$ cat src/rtl/spi_host_arbiter.sv
// spi_host_arbiter: round-robin bus master for the SPI register file.
// Grants one of two requesters, sends one frame (address LSB first, op bit,
// data LSB first), captures read data from spi_miso and pulses the
// requester's ack for one cycle with rdata.
// Ports:
//   reset, sclk            async active-high reset, system clock
//   req/we/addr/wdata[01]  requester inputs (sampled at grant)
//   ack0, ack1, rdata      one-cycle completion pulse and read data
//   busy                   high from grant until return to IDLE
//   spi_cs/sclk/mosi/miso  register-file serial pins (outputs registered)
module spi_host_arbiter #(
  parameter int unsigned num_addrbits = 3,
  parameter int unsigned num_databits = 8
) (
  input  logic                    reset,
  input  logic                    sclk,
  input  logic                    req0,
  input  logic                    req1,
  input  logic                    we0,
  input  logic                    we1,
  input  logic [num_addrbits-1:0] addr0,
  input  logic [num_addrbits-1:0] addr1,
  input  logic [num_databits-1:0] wdata0,
  input  logic [num_databits-1:0] wdata1,
  output logic                    ack0,
  output logic                    ack1,
  output logic [num_databits-1:0] rdata,
  output logic                    busy,
  output logic                    spi_cs,
  output logic                    spi_sclk,
  output logic                    spi_mosi,
  input  logic                    spi_miso
);

  localparam int unsigned FL       = num_addrbits + 1 + num_databits;
  localparam int unsigned CW       = $clog2(FL + 1);
  // zero-based index of the first data bit period (sampling starts here)
  localparam int unsigned FIRST_RD = num_addrbits + 1;

  typedef enum logic [2:0] {IDLE, SETUP, SHIFT, HOLD, DONE} state_t;

  state_t                  state;
  logic                    last;
  logic                    owner;
  logic                    is_write;
  logic [FL-1:0]           shreg;
  logic [num_databits-1:0] cap;
  logic [CW-1:0]           bit_cnt;

  logic                    grant_any_c;
  logic                    grant1_c;
  logic                    grant_we_c;
  logic [FL-1:0]           frame_c;

  // Round-robin pick and frame assembly; read frames carry zero data bits.
  always_comb begin
    grant_any_c = req0 | req1;
    grant1_c    = req1 & (~req0 | ~last);
    grant_we_c  = grant1_c ? we1 : we0;
    frame_c     = '0;
    if (grant1_c)
      frame_c = {({num_databits{we1}} & wdata1), we1, addr1};
    else
      frame_c = {({num_databits{we0}} & wdata0), we0, addr0};
  end

  // Frame sequencer with registered pin and handshake outputs.
  always_ff @(posedge sclk or posedge reset) begin
    if (reset) begin
      state    <= IDLE;
      last     <= 1'b1;
      owner    <= 1'b0;
      is_write <= 1'b0;
      shreg    <= '0;
      cap      <= '0;
      bit_cnt  <= '0;
      ack0     <= 1'b0;
      ack1     <= 1'b0;
      rdata    <= '0;
      busy     <= 1'b0;
      spi_cs   <= 1'b0;
      spi_sclk <= 1'b0;
      spi_mosi <= 1'b0;
    end else begin
      ack0 <= 1'b0;
      ack1 <= 1'b0;
      unique case (state)
        IDLE: begin
          if (grant_any_c) begin
            owner    <= grant1_c;
            last     <= grant1_c;
            is_write <= grant_we_c;
            spi_cs   <= 1'b1;
            spi_sclk <= 1'b0;
            busy     <= 1'b1;
            spi_mosi <= frame_c[0];
            shreg    <= frame_c >> 1;
            bit_cnt  <= '0;
            cap      <= '0;
            state    <= SETUP;
          end
        end
        SETUP: state <= SHIFT;
        SHIFT: begin
          if (!spi_sclk) begin
            spi_sclk <= 1'b1;
          end else begin
            // End of a high phase: sample data bits, then advance mosi
            spi_sclk <= 1'b0;
            if (bit_cnt >= CW'(FIRST_RD))
              cap <= {spi_miso, cap[num_databits-1:1]};
            if (bit_cnt == CW'(FL - 1)) begin
              spi_mosi <= 1'b0;
              state    <= HOLD;
            end else begin
              bit_cnt  <= bit_cnt + CW'(1);
              spi_mosi <= shreg[0];
              shreg    <= shreg >> 1;
            end
          end
        end
        HOLD: begin
          spi_cs <= 1'b0;
          ack0   <= ~owner;
          ack1   <= owner;
          rdata  <= is_write ? '0 : cap;
          state  <= DONE;
        end
        DONE: begin
          busy  <= 1'b0;
          rdata <= '0;
          state <= IDLE;
        end
        default: state <= IDLE;
      endcase
    end
  end

endmodule

$ cat config.mk
export PLATFORM = sky130hd
export DESIGN_NAME = spi_host_arbiter
export DESIGN_NICKNAME = d
export VERILOG_FILES = /design/src/rtl/spi_host_arbiter.sv
export SDC_FILE = /design/constraint.sdc
export NUM_CORES = 1
export LEC_CHECK = 0
export ABC_AREA = 1
export CORE_UTILIZATION = 45
export CTS_BUF_LIST = sky130_fd_sc_hd__clkbuf_8 sky130_fd_sc_hd__clkbuf_16
export DETAILED_ROUTE_END_ITERATION = 6
export GPL_TIMING_DRIVEN = 0
export PLACE_DENSITY_LB_ADDON = 0.08
export SYNTH_ARGS = -nofsm -noshare
export SYNTH_HDL_FRONTEND = slang
export SYNTH_SLANG_ARGS = --single-unit
export TNS_END_PERCENT = 10
$ cat constraint.sdc
create_clock -name sclk -period 3.4 [get_ports sclk]
set_input_delay 0.68 -clock sclk [delete_from_list [all_inputs] [get_ports sclk]]
set_output_delay 0.68 -clock sclk [all_outputs]
set_load 0.01 [all_outputs]
# --- Word level (Yosys, flattened, before mapping) ---
# Cells that the tools add are included.
totals:
  elab_cells: 79
  inputBits: 29
  ff_bits: 44
classes:
  mux: 32
  n_eq_ne: 10
  n_lt_le_gt_ge: 1
  n_addsub: 1
  bitwise_logic: 8
  n_reduce_logical: 13
op_table:
  columns: ["op", "n"]
  rows:
  - ["two-way mux 12 bit", 4]
  - ["two-way mux 8 bit", 4]
  - ["case mux 8 bit (2 select lines)", 2]
  - ["case mux 12 bit (2 select lines)", 1]
  - ["AND 8 bit", 2]
  - ["two-way mux 4 bit", 3]
  - ["case mux 3 bit (4 select lines)", 1]
  - ["inequality test 2 bit, second input constant", 5]
  - ["two-way mux 1 bit", 9]
  - ["two-way mux 3 bit", 3]
  - ["case mux 1 bit (2 select lines)", 4]
  - ["case mux 4 bit (2 select lines)", 1]
  - ["AND reduction 2 bit", 4]
  - ["AND reduction 4 bit", 2]
  - ["nonzero test 2 bit", 4]
  - ["equality test 3 x 2 -> 1 bit, second input constant", 2]
  - ["AND reduction 3 bit", 2]
  - ["adder 4 x 1 -> 4 bit, second input constant", 1]
  - ["equality test 4 bit, second input constant", 1]
  - ["greater-or-equal comparator 4 x 3 -> 1 bit, second input constant", 1]
  - ["equality test 3 x 1 -> 1 bit, second input constant", 1]
  - ["equality test 3 bit, second input constant", 1]
  - ["zero test 3 bit", 1]
  - ["inverter 1 bit", 3]
  - ["other kinds (2)", 3]

# --- Depth between registers and ports, before layout ---
logic_depth:
  depth_word: 6
  depth_mapped: 8
  mapped_depth_nobuf: 8

# --- Worst setup path before layout ---
# No wires, ideal clock.
synth_timing:
  kind: "input to register"
  from: "in req0"
  to: "reg spi_mosi"
  arrival_ns: 1.325
  cell_stages: 7
  path_buffers: 1
  setup_slack_ns: 1.954
  required_time_ns: 3.280
  cell_sequence: "nand2_1 > clkbuf_1 > nand3b_1 > nand3_1 > nand2_1 > nand2_1 > nand2_1"
synth_via:
  elab_chain_cells: 6
synth_lines:
  columns: ["item", "line_no", "rtl"]
  rows:
  - ["start: declaration", "17", "input logic req0,"]
  - ["inverter 1 bit", "58", "grant1_c = req1 & (~req0 | ~last);"]
  - ["bitwise OR 1 bit", "58", null]
  - ["AND 1 bit", "58", null]
  - ["two-way mux 12 bit", "61", "if (grant1_c)"]
  - ["two-way mux 1 bit", "89", "if (grant_any_c) begin"]
  - ["case mux 1 bit (2 select lines)", "87", "unique case (state)"]
  - ["end signal: assignment", "96", "spi_mosi <= frame_c[0];"]
  - ["end signal: assignment", "117", "spi_mosi <= shreg[0];"]
  - ["end: declaration", "31", "output logic spi_mosi,"]
# Several ways; a longest one is shown, not always the timed one. The select of a mux whose other input is x is not followed.
# A chain may end at the register's enable or synchronous reset.

# --- Worst setup path after layout ---
layout_timing:
  from: "reg spi_sclk"
  to: "out spi_sclk"
layout_lines:
  columns: ["item", "line_no", "rtl"]
  rows:
  - ["start: declaration", "30", "output logic spi_sclk,"]
  - ["start signal: assignment", "82", "spi_sclk <= 1'b0;"]
  - ["start signal: assignment", "94", "spi_sclk <= 1'b0;"]
  - ["start signal: assignment", "106", "spi_sclk <= 1'b1;"]
# No word-level cell between the ends.

==> results.sh <==
export IMPL_setup_slack_ns=1.25
export IMPL_criticalPathCategory="register to output port"
export IMPL_wire_per_inst_um=12.2
export IMPL_yosysSeqAreaShare_pct=48.5
export IMPL_path_cells="clkdlybuf4s50_1"
export IMPL_timing_final_crit_period_ns=2.15
export IMPL_async_flop_share_pct=100
export IMPL_fillCellCount=432
export IMPL_avgSynthCellArea_um2=7.85
export IMPL_ir_drop_mv=0.343
export IMPL_dieArea_mm2=0.00522
export IMPL_nNetsFinal=360
export IMPL_antenna_found_initial=0
export IMPL_dp_hpwl_mm=3.57
export IMPL_ys_types=26
export IMPL_cap_violations=0
export IMPL_grt_usage_pct=20.0
export IMPL_startpoint_type="register"
export IMPL_cpPeakStageDelay_ns=0.61
export IMPL_max_freq_mhz=465
export IMPL_stdcell_area_mm2=0.00283
export IMPL_ant_nets=0
export IMPL_outcome="completed"
export IMPL_cts_sinks=43
export IMPL_htree_levels=2
export IMPL_cp_buffers_inverters=1
export IMPL_syn_inst=283
export IMPL_finalMaxSlewViolations=0
export IMPL_yosys_top_cells_area="dfrtp_1, nand2_1, nand3_1, inv_1, o21ai_0"
export IMPL_hold_buffers=0
export IMPL_powerDensity_mw_per_mm2=728
export IMPL_cts_buffers=5
export IMPL_grt_pass1_vias=1801
export IMPL_clk_pin_slew_ns=0.09
export IMPL_final_hold_violation_count=0
export IMPL_detailedPlace_worstSlack_ns=1.32
export IMPL_grt_max_degree=44
export IMPL_num_io_pins=43
export IMPL_regArea_mm2=0.00108
export IMPL_die_w_um=72.3
export IMPL_start_util_pct=47.0
export IMPL_post_synth_top_area_fraction_pct=47.3
export IMPL_place_area_mm2=0.00271
export IMPL_dr_pass1_iters=4
export IMPL_syn2layout_area_growth_pct=27.3
export IMPL_synthTopCellsByCount="nand2_1, nand3_1, dfrtp_1, inv_1, o21ai_0"
export IMPL_cts_resized=0
export IMPL_cpLargestDelayFamily="buffers and inverters"
export IMPL_rows=25
export IMPL_finalSetupViolCount=0
export IMPL_cts_setup_buffers=0
export IMPL_fin_worst_skew_ns=0.0123
export IMPL_holdCritPathClass="register to register"
export IMPL_tightest_slew_ns=0.885
export IMPL_synth_edf_count=0
export IMPL_maxSlewHeadroom_pct=40.9
export IMPL_cts_buffer_depth=2
export IMPL_wirelength_mm=4.87
export IMPL_yosysMostFrequentCell="nand2_1"
export IMPL_drive_above_1_share_pct=9.97
export IMPL_core_area_mm2=0.00472
export IMPL_drc=0
export IMPL_critPathSlowestCell="clkdlybuf4s50_1"
export IMPL_ys_seq_elements=43
export IMPL_die_h_um=72.3
export IMPL_synthesis_nets=313
export IMPL_synthFlopType="dfrtp_1"
export IMPL_crit_arrival_ns=1.47
export IMPL_yosysTopAreaCell="dfrtp_1"
export IMPL_rsz0062_at_grt="false"
export IMPL_via_per_inst=4.78
export IMPL_syn_area_mm2=0.00222
export IMPL_p_leak_nw=1.38
export IMPL_cp_data_required_time_ns=2.72
export IMPL_grt_pass1_wl_mm=8.05
export IMPL_grt_overflow_total=0
export IMPL_fin_crit_sh_pct=63.2
export IMPL_gp_congestion=0.747
export IMPL_cts_tree="yes"
export IMPL_cp_end_kind="output port"
export IMPL_vias=1903
export IMPL_io_buffer_count=40
export IMPL_multi_input_comb_area_um2=957
export IMPL_critPathMaxFanout=8
export IMPL_clk_latency_ns=0.30
export IMPL_antennaDiodeCount=0
export IMPL_drtIter0Drc=85
export IMPL_final_setup_tns_ns=0
export IMPL_synth_warning_count=0
export IMPL_cts_root_buffer="clkbuf_8"
## flip-flops by register name, summed over array words and instances, names as in the netlist
name,count
ack0,1
ack1,1
bit_cnt,4
busy,1
cap,8
is_write,1
last,1
owner,1
rdata,8
shreg,11
spi_cs,1
spi_mosi,1
spi_sclk,1
state,3
## stage by stage
step           power (mW)  hold WS, ns  std cells  utilization (%)
2_1_floorplan        1.39        0.403        283                -
3_3_place_gp         1.64        0.413        390             57.3
3_5_place_dp         1.65        0.430        390             57.3
4_1_cts              2.08        0.444        398             59.8
5_1_grt              2.22        0.465        398             59.8
6_report             2.06        0.438        398             59.8
## routing by layer
layer  part of all wire [%]  routed length, um  vias up  global-route usage (%)
met2                     43               2120       34                    29.9
li1                       -                  -      995                       -
met5                      0                  0        -                       0
met3                    3.6                174        6                    5.00
met4                    1.2                 58        0                    6.32
met1                     52               2520      868                    28.7
## cell type report
cell class              count  share of cell area (%)
clock inverters             2                    1.37
clock buffers               6                    2.92
flip-flops and latches     43                    38.1
well taps                  67                    2.97
inverters                  26                    3.45
repair buffers             40                    14.2
plain buffers              13                    3.14
multi-input cells         201                    33.9
## where the power goes
group / internal (mW) / switching, mW
Combinational: 0.348 / 0.535
Clock: 0.242 / 0.179
Sequential: 0.654 / 0.0989
## layout by cell type, fill, tap and decap left out
| cell type | instances |
|---|---|
| nand2_1 | 99 |
| nand3_1 | 54 |
| dfrtp_1 | 42 |
| clkdlybuf4s50_1 | 40 |
| inv_1 | 22 |
| o21ai_0 | 12 |
| o21ai_1 | 11 |
| clkbuf_8 | 6 |
| nor2_1 | 5 |
| inv_2 | 4 |
| buf_4 | 4 |
| buf_6 | 3 |
| clkbuf_1 | 3 |
| nand3b_1 | 3 |
| nor2_2 | 2 |
| nand2_4 | 2 |
| buf_2 | 2 |
| nand2_2 | 2 |
| nand3_4 | 2 |
| or2_2 | 2 |
| a21oi_1 | 2 |
| nor2_8 | 1 |
| buf_1 | 1 |
| nor3_1 | 1 |
| nor3b_1 | 1 |
| xor2_1 | 1 |
| ha_1 | 1 |
| inv_6 | 1 |
| bufinv_16 | 1 |
| dfstp_2 | 1 |
## kinds of logic (layout without fill, tap and decap cells)
group	after synthesis	in the layout	synth area share [%]
AO/OA/AOI/OAI	25	25	5.63
adder cells (fa/ha/maj)	1	1	0.563
flip-flops	43	43	48.5
XOR/XNOR	1	1	0.394
buffers and inverters	39	87	8.39
AND/OR/NAND/NOR	174	174	36.5
## worst paths after layout
kind	startpoint	to	slack, ns	cells after the start
worst min register to register	owner	ack0	0.44	1
min in group asynchronous	reset	spi_cs	0.89	2
worst min-delay path	owner	ack0	0.44	1
worst max-delay path	spi_sclk	spi_sclk	1.25	1
worst max register to register	bit_cnt[0]	shreg[2]	1.92	7
max in group asynchronous	reset	shreg[4]	1.95	2
Note: power is estimated with default switching activity, not from simulation.
